### src/rtl/mmu_cp0_regfile_pkg.sv
// Shared types and constants for the MMU CP0 register responder:
// register select codes, TLB op codes, the TLB entry layout and field masks.
package mmu_cp0_regfile_pkg;

  localparam int MMU_REG_W = 4;

  typedef enum logic [MMU_REG_W-1:0] {
    REG_NONE     = 4'd0,
    REG_INDEX    = 4'd1,
    REG_RANDOM   = 4'd2,
    REG_ENTRYLO0 = 4'd3,
    REG_ENTRYLO1 = 4'd4,
    REG_CTX      = 4'd5,
    REG_PAGEMASK = 4'd6,
    REG_WIRED    = 4'd7,
    REG_ENTRYHI  = 4'd8
  } mmu_reg_e;

  typedef enum logic [2:0] {
    OP_NONE  = 3'd0,
    OP_TLBR  = 3'd1,
    OP_TLBWI = 3'd2,
    OP_TLBWR = 3'd3,
    OP_TLBP  = 3'd4
  } tlb_op_e;

  typedef enum logic [1:0] {
    ST_IDLE  = 2'd0,
    ST_EXEC  = 2'd1,
    ST_PROBE = 2'd2,
    ST_DONE  = 2'd3
  } tlb_state_e;

  // One TLB entry: shared VPN2/ASID/mask/G tag plus an even and an odd page.
  typedef struct packed {
    logic [18:0] vpn2;
    logic [7:0]  asid;
    logic [11:0] mask;
    logic        g;
    logic [19:0] pfn0;
    logic [2:0]  c0;
    logic        d0;
    logic        v0;
    logic [19:0] pfn1;
    logic [2:0]  c1;
    logic        d1;
    logic        v1;
  } tlb_entry_t;

  localparam int TLB_ENTRY_W = $bits(tlb_entry_t);

  // Writable bits of each register; everything else reads back as 0.
  localparam logic [31:0] ENTRYLO_MASK  = 32'h03FF_FFFF;
  localparam logic [31:0] ENTRYHI_MASK  = 32'hFFFF_E0FF;
  localparam logic [31:0] CTX_MASK      = 32'hFFFF_FFF0;
  localparam logic [31:0] PAGEMASK_MASK = 32'h01FF_E000;

  // Rebuild the 26 implemented EntryLo bits from one page of an entry.
  function automatic logic [25:0] lo_pack(input logic [19:0] pfn, input logic [2:0] c,
                                          input logic d, input logic v, input logic g);
    return {pfn, c, d, v, g};
  endfunction

endpackage

### src/rtl/mmu_cp0_regfile_if.sv
// CP0 register-access and TLB-op bus between the CP0 block (master) and the MMU (slave).
interface mmu_cp0_regfile_if;
  import mmu_cp0_regfile_pkg::*;

  mmu_reg_e    mmu_reg;
  logic        readMMUReg;
  logic        writeMMUReg;
  logic [31:0] mmu_dataIn;
  logic [31:0] mmu_dataOut;
  tlb_op_e     tlb_op;
  logic        tlb_op_valid;
  logic        tlb_busy;
  logic        tlb_done;

  modport master (
    output mmu_reg, readMMUReg, writeMMUReg, mmu_dataIn, tlb_op, tlb_op_valid,
    input  mmu_dataOut, tlb_busy, tlb_done
  );

  modport slave (
    input  mmu_reg, readMMUReg, writeMMUReg, mmu_dataIn, tlb_op, tlb_op_valid,
    output mmu_dataOut, tlb_busy, tlb_done
  );

endinterface

### src/rtl/mmu_cp0_regfile_tlb_entry_array.sv
// TLB entry storage: one synchronous write port, two combinational read ports
// (port A for the op FSM, port B for the translation path).
module mmu_cp0_regfile_tlb_entry_array
  import mmu_cp0_regfile_pkg::*;
#(
  parameter int NUM_ENTRIES = 16,
  parameter int IDX_W       = 4
) (
  input  logic             clk,
  input  logic             rst,
  input  logic             we_i,
  input  logic [IDX_W-1:0] waddr_i,
  input  tlb_entry_t       wdata_i,
  input  logic [IDX_W-1:0] raddr_a_i,
  output tlb_entry_t       rdata_a_o,
  input  logic [IDX_W-1:0] raddr_b_i,
  output tlb_entry_t       rdata_b_o
);

  tlb_entry_t mem_q [NUM_ENTRIES];

  // Entry storage; reset invalidates every entry by clearing it.
  always_ff @(posedge clk or posedge rst) begin
    if (rst) begin
      for (int i = 0; i < NUM_ENTRIES; i++) mem_q[i] <= '0;
    end else if (we_i) begin
      mem_q[waddr_i] <= wdata_i;
    end
  end

  assign rdata_a_o = mem_q[raddr_a_i];
  assign rdata_b_o = mem_q[raddr_b_i];

endmodule

### src/rtl/mmu_cp0_regfile.sv
// MMU-side CP0 register file: Index/Random/EntryLo0/1/Context/PageMask/Wired/EntryHi,
// the TLB entry array, and the TLBR/TLBWI/TLBWR/TLBP sequencer.
module mmu_cp0_regfile
  import mmu_cp0_regfile_pkg::*;
#(
  parameter int NUM_ENTRIES = 16,
  parameter int IDX_W       = 4
) (
  input  logic                   clk,
  input  logic                   rst,
  mmu_cp0_regfile_if.slave       bus,
  input  logic                   exc_tlb,
  input  logic [31:0]            exc_badVAddr,
  input  logic [IDX_W-1:0]       rd_idx,
  output logic [TLB_ENTRY_W-1:0] rd_entry
);

  localparam logic [IDX_W-1:0] RAND_MAX = IDX_W'(NUM_ENTRIES - 1);

  logic             idx_p_q, idx_p_d;
  logic [IDX_W-1:0] idx_q, idx_d;
  logic [IDX_W-1:0] random_q, random_d;
  logic [IDX_W-1:0] wired_q, wired_d;
  logic [25:0]      lo0_q, lo0_d, lo1_q, lo1_d;
  logic [8:0]       ctx_base_q, ctx_base_d;
  logic [18:0]      ctx_bad_q, ctx_bad_d;
  logic [11:0]      mask_q, mask_d;
  logic [18:0]      hi_vpn2_q, hi_vpn2_d;
  logic [7:0]       hi_asid_q, hi_asid_d;
  logic [31:0]      dout_q, dout_d, rd_val;

  tlb_state_e       state_q;
  tlb_op_e          op_q;
  logic [IDX_W-1:0] cnt_q;
  logic             busy_q, done_q;

  tlb_entry_t       ent_a, ent_b, wr_entry;
  logic [IDX_W-1:0] raddr_a, waddr;
  logic             we, probe_hit;
  logic             unused_badvaddr;

  assign unused_badvaddr = ^exc_badVAddr[12:0];

  // Port A follows the probe counter during TLBP, otherwise Index.
  assign raddr_a = (state_q == ST_PROBE) ? cnt_q : idx_q;
  assign we      = (state_q == ST_EXEC) && (op_q == OP_TLBWI || op_q == OP_TLBWR);
  assign waddr   = (op_q == OP_TLBWR) ? random_q : idx_q;

  mmu_cp0_regfile_tlb_entry_array #(.NUM_ENTRIES(NUM_ENTRIES), .IDX_W(IDX_W)) u_array (
    .clk      (clk),
    .rst      (rst),
    .we_i     (we),
    .waddr_i  (waddr),
    .wdata_i  (wr_entry),
    .raddr_a_i(raddr_a),
    .rdata_a_o(ent_a),
    .raddr_b_i(rd_idx),
    .rdata_b_o(ent_b)
  );

  assign rd_entry = ent_b;

  // Entry image built from the registers; G is shared, so both pages must be global.
  always_comb begin
    wr_entry      = '0;
    wr_entry.vpn2 = hi_vpn2_q;
    wr_entry.asid = hi_asid_q;
    wr_entry.mask = mask_q;
    wr_entry.g    = lo0_q[0] & lo1_q[0];
    wr_entry.pfn0 = lo0_q[25:6];
    wr_entry.c0   = lo0_q[5:3];
    wr_entry.d0   = lo0_q[2];
    wr_entry.v0   = lo0_q[1];
    wr_entry.pfn1 = lo1_q[25:6];
    wr_entry.c1   = lo1_q[5:3];
    wr_entry.d1   = lo1_q[2];
    wr_entry.v1   = lo1_q[1];
  end

  // Probe compare: VPN2 bits covered by the entry's page mask are don't-care.
  assign probe_hit = (((ent_a.vpn2 ^ hi_vpn2_q) & ~{7'b0, ent_a.mask}) == 19'b0) &&
                     (ent_a.g || (ent_a.asid == hi_asid_q));

  // Read mux assembling each register's architectural view.
  always_comb begin
    rd_val = 32'b0;
    case (bus.mmu_reg)
      REG_INDEX:    rd_val = {idx_p_q, {(31-IDX_W){1'b0}}, idx_q};
      REG_RANDOM:   rd_val = {{(32-IDX_W){1'b0}}, random_q};
      REG_ENTRYLO0: rd_val = {6'b0, lo0_q};
      REG_ENTRYLO1: rd_val = {6'b0, lo1_q};
      REG_CTX:      rd_val = {ctx_base_q, ctx_bad_q, 4'b0};
      REG_PAGEMASK: rd_val = {7'b0, mask_q, 13'b0};
      REG_WIRED:    rd_val = {{(32-IDX_W){1'b0}}, wired_q};
      REG_ENTRYHI:  rd_val = {hi_vpn2_q, 5'b0, hi_asid_q};
      default:      rd_val = 32'b0;
    endcase
  end

  // Register next state: Random stepping, then software writes, then op results,
  // with the exception load last so it wins on the VPN2/BadVPN2 fields.
  always_comb begin
    idx_p_d    = idx_p_q;
    idx_d      = idx_q;
    wired_d    = wired_q;
    lo0_d      = lo0_q;
    lo1_d      = lo1_q;
    ctx_base_d = ctx_base_q;
    ctx_bad_d  = ctx_bad_q;
    mask_d     = mask_q;
    hi_vpn2_d  = hi_vpn2_q;
    hi_asid_d  = hi_asid_q;
    random_d   = (random_q > wired_q) ? random_q - IDX_W'(1) : RAND_MAX;
    dout_d     = bus.readMMUReg ? rd_val : dout_q;

    if (bus.writeMMUReg) begin
      case (bus.mmu_reg)
        REG_INDEX: begin
          idx_p_d = bus.mmu_dataIn[31];
          idx_d   = bus.mmu_dataIn[IDX_W-1:0];
        end
        REG_ENTRYLO0: lo0_d = bus.mmu_dataIn[25:0];
        REG_ENTRYLO1: lo1_d = bus.mmu_dataIn[25:0];
        REG_CTX: begin
          ctx_base_d = bus.mmu_dataIn[31:23];
          ctx_bad_d  = bus.mmu_dataIn[22:4];
        end
        REG_PAGEMASK: mask_d = bus.mmu_dataIn[24:13];
        REG_WIRED: begin
          wired_d  = bus.mmu_dataIn[IDX_W-1:0];
          random_d = RAND_MAX;
        end
        REG_ENTRYHI: begin
          hi_vpn2_d = bus.mmu_dataIn[31:13];
          hi_asid_d = bus.mmu_dataIn[7:0];
        end
        default: ;
      endcase
    end

    if (state_q == ST_EXEC && op_q == OP_TLBR) begin
      hi_vpn2_d = ent_a.vpn2;
      hi_asid_d = ent_a.asid;
      mask_d    = ent_a.mask;
      lo0_d     = lo_pack(ent_a.pfn0, ent_a.c0, ent_a.d0, ent_a.v0, ent_a.g);
      lo1_d     = lo_pack(ent_a.pfn1, ent_a.c1, ent_a.d1, ent_a.v1, ent_a.g);
    end

    if (state_q == ST_PROBE) begin
      if (probe_hit) begin
        idx_p_d = 1'b0;
        idx_d   = cnt_q;
      end else if (cnt_q == RAND_MAX) begin
        idx_p_d = 1'b1;
      end
    end

    if (exc_tlb) begin
      ctx_bad_d = exc_badVAddr[31:13];
      hi_vpn2_d = exc_badVAddr[31:13];
    end
  end

  // Architectural registers and the read-data holding register.
  always_ff @(posedge clk or posedge rst) begin
    if (rst) begin
      idx_p_q    <= 1'b0;
      idx_q      <= '0;
      random_q   <= RAND_MAX;
      wired_q    <= '0;
      lo0_q      <= '0;
      lo1_q      <= '0;
      ctx_base_q <= '0;
      ctx_bad_q  <= '0;
      mask_q     <= '0;
      hi_vpn2_q  <= '0;
      hi_asid_q  <= '0;
      dout_q     <= '0;
    end else begin
      idx_p_q    <= idx_p_d;
      idx_q      <= idx_d;
      random_q   <= random_d;
      wired_q    <= wired_d;
      lo0_q      <= lo0_d;
      lo1_q      <= lo1_d;
      ctx_base_q <= ctx_base_d;
      ctx_bad_q  <= ctx_bad_d;
      mask_q     <= mask_d;
      hi_vpn2_q  <= hi_vpn2_d;
      hi_asid_q  <= hi_asid_d;
      dout_q     <= dout_d;
    end
  end

  // Op sequencer: EXEC is a single cycle, PROBE scans one entry per cycle,
  // DONE raises the registered done pulse as it returns to IDLE.
  always_ff @(posedge clk or posedge rst) begin
    if (rst) begin
      state_q <= ST_IDLE;
      op_q    <= OP_NONE;
      cnt_q   <= '0;
      busy_q  <= 1'b0;
      done_q  <= 1'b0;
    end else begin
      done_q <= 1'b0;
      case (state_q)
        ST_IDLE: begin
          if (bus.tlb_op_valid && bus.tlb_op != OP_NONE) begin
            op_q    <= bus.tlb_op;
            cnt_q   <= '0;
            busy_q  <= 1'b1;
            state_q <= (bus.tlb_op == OP_TLBP) ? ST_PROBE : ST_EXEC;
          end
        end
        ST_EXEC:  state_q <= ST_DONE;
        ST_PROBE: begin
          if (probe_hit || cnt_q == RAND_MAX) state_q <= ST_DONE;
          else                                cnt_q   <= cnt_q + IDX_W'(1);
        end
        ST_DONE: begin
          state_q <= ST_IDLE;
          busy_q  <= 1'b0;
          done_q  <= 1'b1;
        end
        default: state_q <= ST_IDLE;
      endcase
    end
  end

  assign bus.mmu_dataOut = dout_q;
  assign bus.tlb_busy    = busy_q;
  assign bus.tlb_done    = done_q;

endmodule
### src/flat_wrapper.sv
// flat-port wrapper written by rule: the top's interface ports become plain ports
module mmu_cp0_regfile_flat import mmu_cp0_regfile_pkg::*;
#(
  parameter int NUM_ENTRIES = 16,
  parameter int IDX_W       = 4
)
  (clk, rst, exc_tlb, exc_badVAddr, rd_idx, rd_entry, bus_mmu_reg, bus_readMMUReg, bus_writeMMUReg, bus_mmu_dataIn, bus_tlb_op, bus_tlb_op_valid, bus_mmu_dataOut, bus_tlb_busy, bus_tlb_done);
  mmu_cp0_regfile_if bus_i ();
  input  logic clk;
  input  logic rst;
  input  logic exc_tlb;
  input  logic [31:0] exc_badVAddr;
  input  logic [IDX_W-1:0] rd_idx;
  output logic [TLB_ENTRY_W-1:0] rd_entry;
  input wire logic [$bits(bus_i.mmu_reg)-1:0] bus_mmu_reg;
  input wire logic [$bits(bus_i.readMMUReg)-1:0] bus_readMMUReg;
  input wire logic [$bits(bus_i.writeMMUReg)-1:0] bus_writeMMUReg;
  input wire logic [$bits(bus_i.mmu_dataIn)-1:0] bus_mmu_dataIn;
  input wire logic [$bits(bus_i.tlb_op)-1:0] bus_tlb_op;
  input wire logic [$bits(bus_i.tlb_op_valid)-1:0] bus_tlb_op_valid;
  output wire logic [$bits(bus_i.mmu_dataOut)-1:0] bus_mmu_dataOut;
  output wire logic [$bits(bus_i.tlb_busy)-1:0] bus_tlb_busy;
  output wire logic [$bits(bus_i.tlb_done)-1:0] bus_tlb_done;
  assign bus_i.mmu_reg = bus_mmu_reg;
  assign bus_i.readMMUReg = bus_readMMUReg;
  assign bus_i.writeMMUReg = bus_writeMMUReg;
  assign bus_i.mmu_dataIn = bus_mmu_dataIn;
  assign bus_i.tlb_op = bus_tlb_op;
  assign bus_i.tlb_op_valid = bus_tlb_op_valid;
  assign bus_mmu_dataOut = bus_i.mmu_dataOut;
  assign bus_tlb_busy = bus_i.tlb_busy;
  assign bus_tlb_done = bus_i.tlb_done;
  mmu_cp0_regfile #(.NUM_ENTRIES(NUM_ENTRIES), .IDX_W(IDX_W)) u_core (.clk(clk), .rst(rst), .bus(bus_i), .exc_tlb(exc_tlb), .exc_badVAddr(exc_badVAddr), .rd_idx(rd_idx), .rd_entry(rd_entry));
endmodule
### config.mk
export PLATFORM = sky130hd
export DESIGN_NAME = mmu_cp0_regfile_flat
export DESIGN_NICKNAME = d
export VERILOG_FILES = /design/src/rtl/mmu_cp0_regfile_pkg.sv /design/src/rtl/mmu_cp0_regfile_if.sv /design/src/rtl/mmu_cp0_regfile_tlb_entry_array.sv /design/src/rtl/mmu_cp0_regfile.sv /design/src/flat_wrapper.sv
export SDC_FILE = /design/constraint.sdc
export NUM_CORES = 2
export LEC_CHECK = 0
export BUFFER_PORTS_ARGS = -buffer_cell sky130_fd_sc_hd__buf_2
export CAP_MARGIN = 20
export CORE_MARGIN = 2
export CORE_UTILIZATION = 50
export CTS_BUF_LIST = sky130_fd_sc_hd__clkbuf_2
export DETAILED_ROUTE_END_ITERATION = 8
export PLACE_DENSITY_LB_ADDON = 0.2
export SLEW_MARGIN = 20
export SYNTH_ARGS = -nofsm -noshare
export SYNTH_HDL_FRONTEND = slang
export SYNTH_SLANG_ARGS = --single-unit
### constraint.sdc
create_clock -name clk -period 98.3 [get_ports clk]
set_input_delay 14.745 -clock clk [delete_from_list [all_inputs] [get_ports clk]]
set_output_delay 14.745 -clock clk [all_outputs]
set_load 0.01 [all_outputs]
== Word-level counts from Yosys, hierarchy flattened ==
Cells that the tools add are included.
W data, S select, Z words.

* Memories kept: 0
* Logic and storage cells: 330
* ROM bits: 0
* RAM bits: 0
* Register bits: 1615
* Bits in latches: 0

* Shift operators: 0
* Reduce and logical (&&, ||, !) cells: 34
* Order comparisons: 5
* Multiply operators: 0
* Div/mod/pow operators: 0
* Bitwise logic cells: 7
* Add/subtract/negate cells: 2
* Equal/unequal tests: 20
* Muxes and demuxes: 53

{| class="wikitable"
|+ Operators by type and width
! operator !! number
|-
| $bwmux W1440 || 1
|-
| $bmux W90 S4 || 2
|-
| $mux W90 || 5
|-
| $demux W90 S4 || 1
|-
| $pmux W32 S8 || 1
|-
| $mux W26 || 6
|-
| $mux W19 || 7
|-
| $mux W4 || 11
|-
| $mux W12 || 3
|-
| $mux W8 || 3
|-
| $reduce_and A2 Y1 || 11
|-
| $and A19 B19 Y19 || 1
|-
| $logic_not A19 Y1 || 1
|-
| $not A12 Y19 || 1
|-
| $xor A19 B19 Y19 || 1
|-
| $reduce_bool A2 Y1 || 9
|-
| $eq A4 B3 Y1 const B || 4
|-
| $ge A5 B5 Y1 const B || 3
|-
| $not A4 Y5 || 3
|-
| $reduce_bool A3 Y1 || 3
|-
| $eq A4 B2 Y1 const B || 2
|-
| $eq A4 B4 Y1 const B || 2
|-
| $eq A8 B8 Y1 || 1
|-
| $pmux W2 S4 || 1
|-
| other kinds (21) || 38
|}

== Longest topological paths before layout ==
* Depth in word-level cells: 13
* Gate-level depth with buffers: 18

== Hierarchy ==
From an unflattened synthesis, not the netlist that was laid out.

* Cell total of the unflattened synthesis: 5620
* Area, all modules: 83333.7 µm²

{| class="wikitable"
|+ By module, submodules not included
! module !! cells an instance !! times used !! area an instance (µm²)
|-
| mmu_cp0_regfile_tlb_entry_array || 4653 || 1 || 74263.7
|-
| mmu_cp0_regfile || 967 || 1 || 9069.9
|}

== Least setup slack after synthesis ==
Ideal clock, no wire load.

* Kind: input-to-output
* Start: input rd_idx[0]
* End: output rd_entry[72]
* Buffers on the path: 3
* Stages on the path: 5
* Path slack: 66454 ps
* Arrival: 17101 ps
* Required time: 83555 ps
* Cells stage by stage: clkbuf_1 -> buf_1 -> buf_1 -> mux4_2 -> mux4_2

* Cells in the longest elaborated chain, start to end: 4

{| class="wikitable"
|+ Ends and longest elaborated chain
! element !! RTL line !! source
|-
| start, declared || flat_wrapper.sv:13 || <nowiki>input logic [IDX_W-1:0] rd_idx;</nowiki>
|-
| $not A4 Y5 (not written as such) || mmu_cp0_regfile_tlb_entry_array.sv:32 || <nowiki>assign rdata_b_o = mem_q[raddr_b_i];</nowiki>
|-
| $bmux W90 S4 || mmu_cp0_regfile_tlb_entry_array.sv:32 ||
|-
| $mux W90 (not written as such) (2 in a row) || mmu_cp0_regfile_tlb_entry_array.sv:32 ||
|-
| end, declared || flat_wrapper.sv:14 || <nowiki>output logic [TLB_ENTRY_W-1:0] rd_entry;</nowiki>
|}

No other way between the ends. The select of a mux whose other input is x is not followed.

== Worst setup path after layout ==
* Start: input rd_idx[0]
* End: output rd_entry[3]

Same word-level chain as after synthesis.

==> metrics.csv <==
metric,value,unit
status,"complete, no violations",
largest net degree at the start of global routing,162,
met2 usage,49.60,%
fin crit share,33.77,%
Ys Warns,0,
std cell rows,151,
Post-Synthesis Net Count,6210,
Mapped Avg Cell Area,13.87,um^2
worst-path fanout max,64,
Initial Util,50.23,%
worst setup margin,65.10,ns
Die ar.,173000,um^2
vias per cell,6.647,
NumNets Final,6363,
GPL Wtd Cong,0.9135,
Core Box Area,168900,um^2
met1 usage,41.70,%
wire per inst,31.35,um
post-synthesis instance total,6118,
layout cells sized above 1,48.19,%
Post-Place Cell Area,87610,um^2
DRT Wirelength,275500,um
Finished Cell Area,91220,um^2
post-synth cell types,67,
top_reg_cell synth,dfrtp_1,
leakage dissipation,42.45,nW
post-CTS setup buffers,0,
clk root buf,clkbuf_2,
final hold viol count,0,
Startpoint Class,input port,
# DRC,0,
Ports,205,
pre-CTS WS,65.05,ns
H-tree depth,5,
arrival time at the worst endpoint,18.46,ns
Synth Register Bits,1615,
vias,58424,
worst hold-check path type,reg2reg,
Detailed Routing Iterations Pass 1,6,
Congestion Overflow GR,0,
GRT Max-Usage Layer,met2,
Slew Limit Headroom,15.27,%
Routed Antenna Nets,0,
Clock Skew,0.1799,ns
die height,415.9,um
Die Wd,415.9,um
power density over the cells,26.75,nW/um^2
f_max,30.12,MHz
# hold bufs at CTS,0,
Crit Path Category,in2out,
Sink Count,1615,
CTS tree,done,
worst skew pair latency,1.95,ns
cell area after synthesis,84840,um^2
initial antenna violation count,22,
DP Wirelength,158200,um
Final setup viols,0,
initial drt markers,6080,
RSZ-0062 raised after global routing,false,
Global Route met3 Usage,6.636,%
Slew Limit Fails,0,
CTS resizes,0,
Max-cap violations,0,
min Tclk post-route,33.20,ns
number of flops mapped to enable cells by yosys,0,
CP endpoint kind,output port,
Area Growth Syn to Fin,7.514,%
GR Util All Layers,31.92,%
cts bufs inserted,434,
Clock Pin Slew Worst Setup and Hold Paths,0.10,ns
vias in the first global route,59544,
critical path required time,83.56,ns
first-pass GRT wire length,405300,um
number of port buffers,191,
worst slew pin tran,1.271,ns
Post-synth ARST share,100.0,%
Fin Setup TNS,0,ns
Clock Tree Buf Depth,4,
worst vdd ir,0.00002529,V
post-synthesis sequential area ratio,47.64,%
cell usage in the layout (no fill, tap or decap), drive strengths merged, types with 8 or more instances in the layout:
cell type     n
clkbuf      618
inv          65
and3         51
o311ai       13
dfrtp      1611
o32ai         8
nor3         14
nor2         57
o22ai        37
clkinv       97
a22oi        31
nor4          8
ha           11
nand3       194
mux2       1436
o21a         12
xor2         21
nor2b        10
xnor2        24
o21ai       131
a31oi        29
and2          8
a21oi        63
a222oi       12
mux2i       134
buf         315
nand4        36
a32oi        20
a311oi       28
diode        12
mux4        722
nand2       674
metrics by stage:
stage	instances	utilization (%)	power (W)	hold WS, ns
final	8789	54.01	0.002440	0.4810
after global routing	8785	54.00	0.002568	0.4980
after CTS	8776	53.97	0.002437	0.4771
after detailed placement	8052	51.87	0.001980	0.4564
after global placement	8052	51.87	0.001950	0.4467
after floorplan	6118	-	0.001681	0.4350
layout make-up:
type,count,area [um^2]
fillers,14409,77690
multi-input cells,3846,42200
flip-flops and latches,1615,40420
clock buffers,618,3093
well taps,2218,2775
repair buffers,315,2026
clock inverters,106,447.9
inverters,59,229.0
diodes,12,30.03
logic make-up (layout without fill, tap and decap cells):
logic type,count (synthesis),after routing,share of synthesized area (%)
AO/OA/AOI/OAI,431,431,3.354
other,0,12,0
AND/OR/NAND/NOR,1067,1067,5.459
multiplexers,2292,2292,39.82
adder cells (fa/ha/maj),11,11,0.1622
flip-flops,1615,1615,47.64
buffers and inverters,657,1098,3.101
XOR/XNOR,45,45,0.4645
worst paths after layout:
kind                                                  end                from  cells after the start  slack [ns]
worst max-delay path                          rd_entry[3]           rd_idx[0]                      6       65.10
worst min-delay path                   u_core.random_q[0]  u_core.random_q[0]                      1        0.48
worst max register to register          u_core.state_q[1]   u_core.state_q[0]                     16       91.09
worst min register to register         u_core.random_q[0]  u_core.random_q[0]                      1        0.48
max in group asynchronous       u_core.u_array.mem_q[536]                 rst                      7       80.44
min in group asynchronous       u_core.u_array.mem_q[404]                 rst                      2       13.10
synth_stat cells (all sizes together), types with 57 or more instances:
cell	number	area (um^2)
inv	59	221.5
dfrtp	1611	40310
a21oi	63	326.6
nand3	194	970.9
mux4	722	16270
o21ai	131	655.6
nand2	674	2530
mux2i	134	1341
mux2	1436	16170
clkbuf	456	1712
nor2	57	230.2
buf	142	698.2
layer usage:
metal	part of all wire (%)	routed length (um)
met5	0.019	51
met4	6.2	17080
met3	7.8	21620
met2	47	129700
met1	39	107100
registers in the layout (all words and copies together), names as in the netlist:
register	cells
u_core.hi_vpn2_q	19
u_core.op_q	3
u_core.state_q	2
u_core.u_array.mem_q	1440
u_core.idx_p_q	1
u_core.lo0_q	26
u_core.idx_q	4
u_core.bus.mmu_dataOut	32
u_core.bus.tlb_busy	1
u_core.hi_asid_q	8
u_core.bus.tlb_done	1
u_core.ctx_base_q	9
u_core.cnt_q	4
u_core.ctx_bad_q	19
u_core.wired_q	4
u_core.lo1_q	26
u_core.mask_q	12
u_core.random_q	4
power breakdown:
group	total [W]	internal [W]	switching [W]
combinational	0.000860	0.000444	0.000416
sequential	0.00113	0.000873	0.000253
clock	0.000455	0.000169	0.000286
worst max-delay path: stages:
cell	delay (ns)
buf_8	0.56
buf_4	0.79
buf_4	0.84
mux4_2	0.59
mux4_2	0.57
buf_2	0.19
Power figures use the tool's default switching activity.
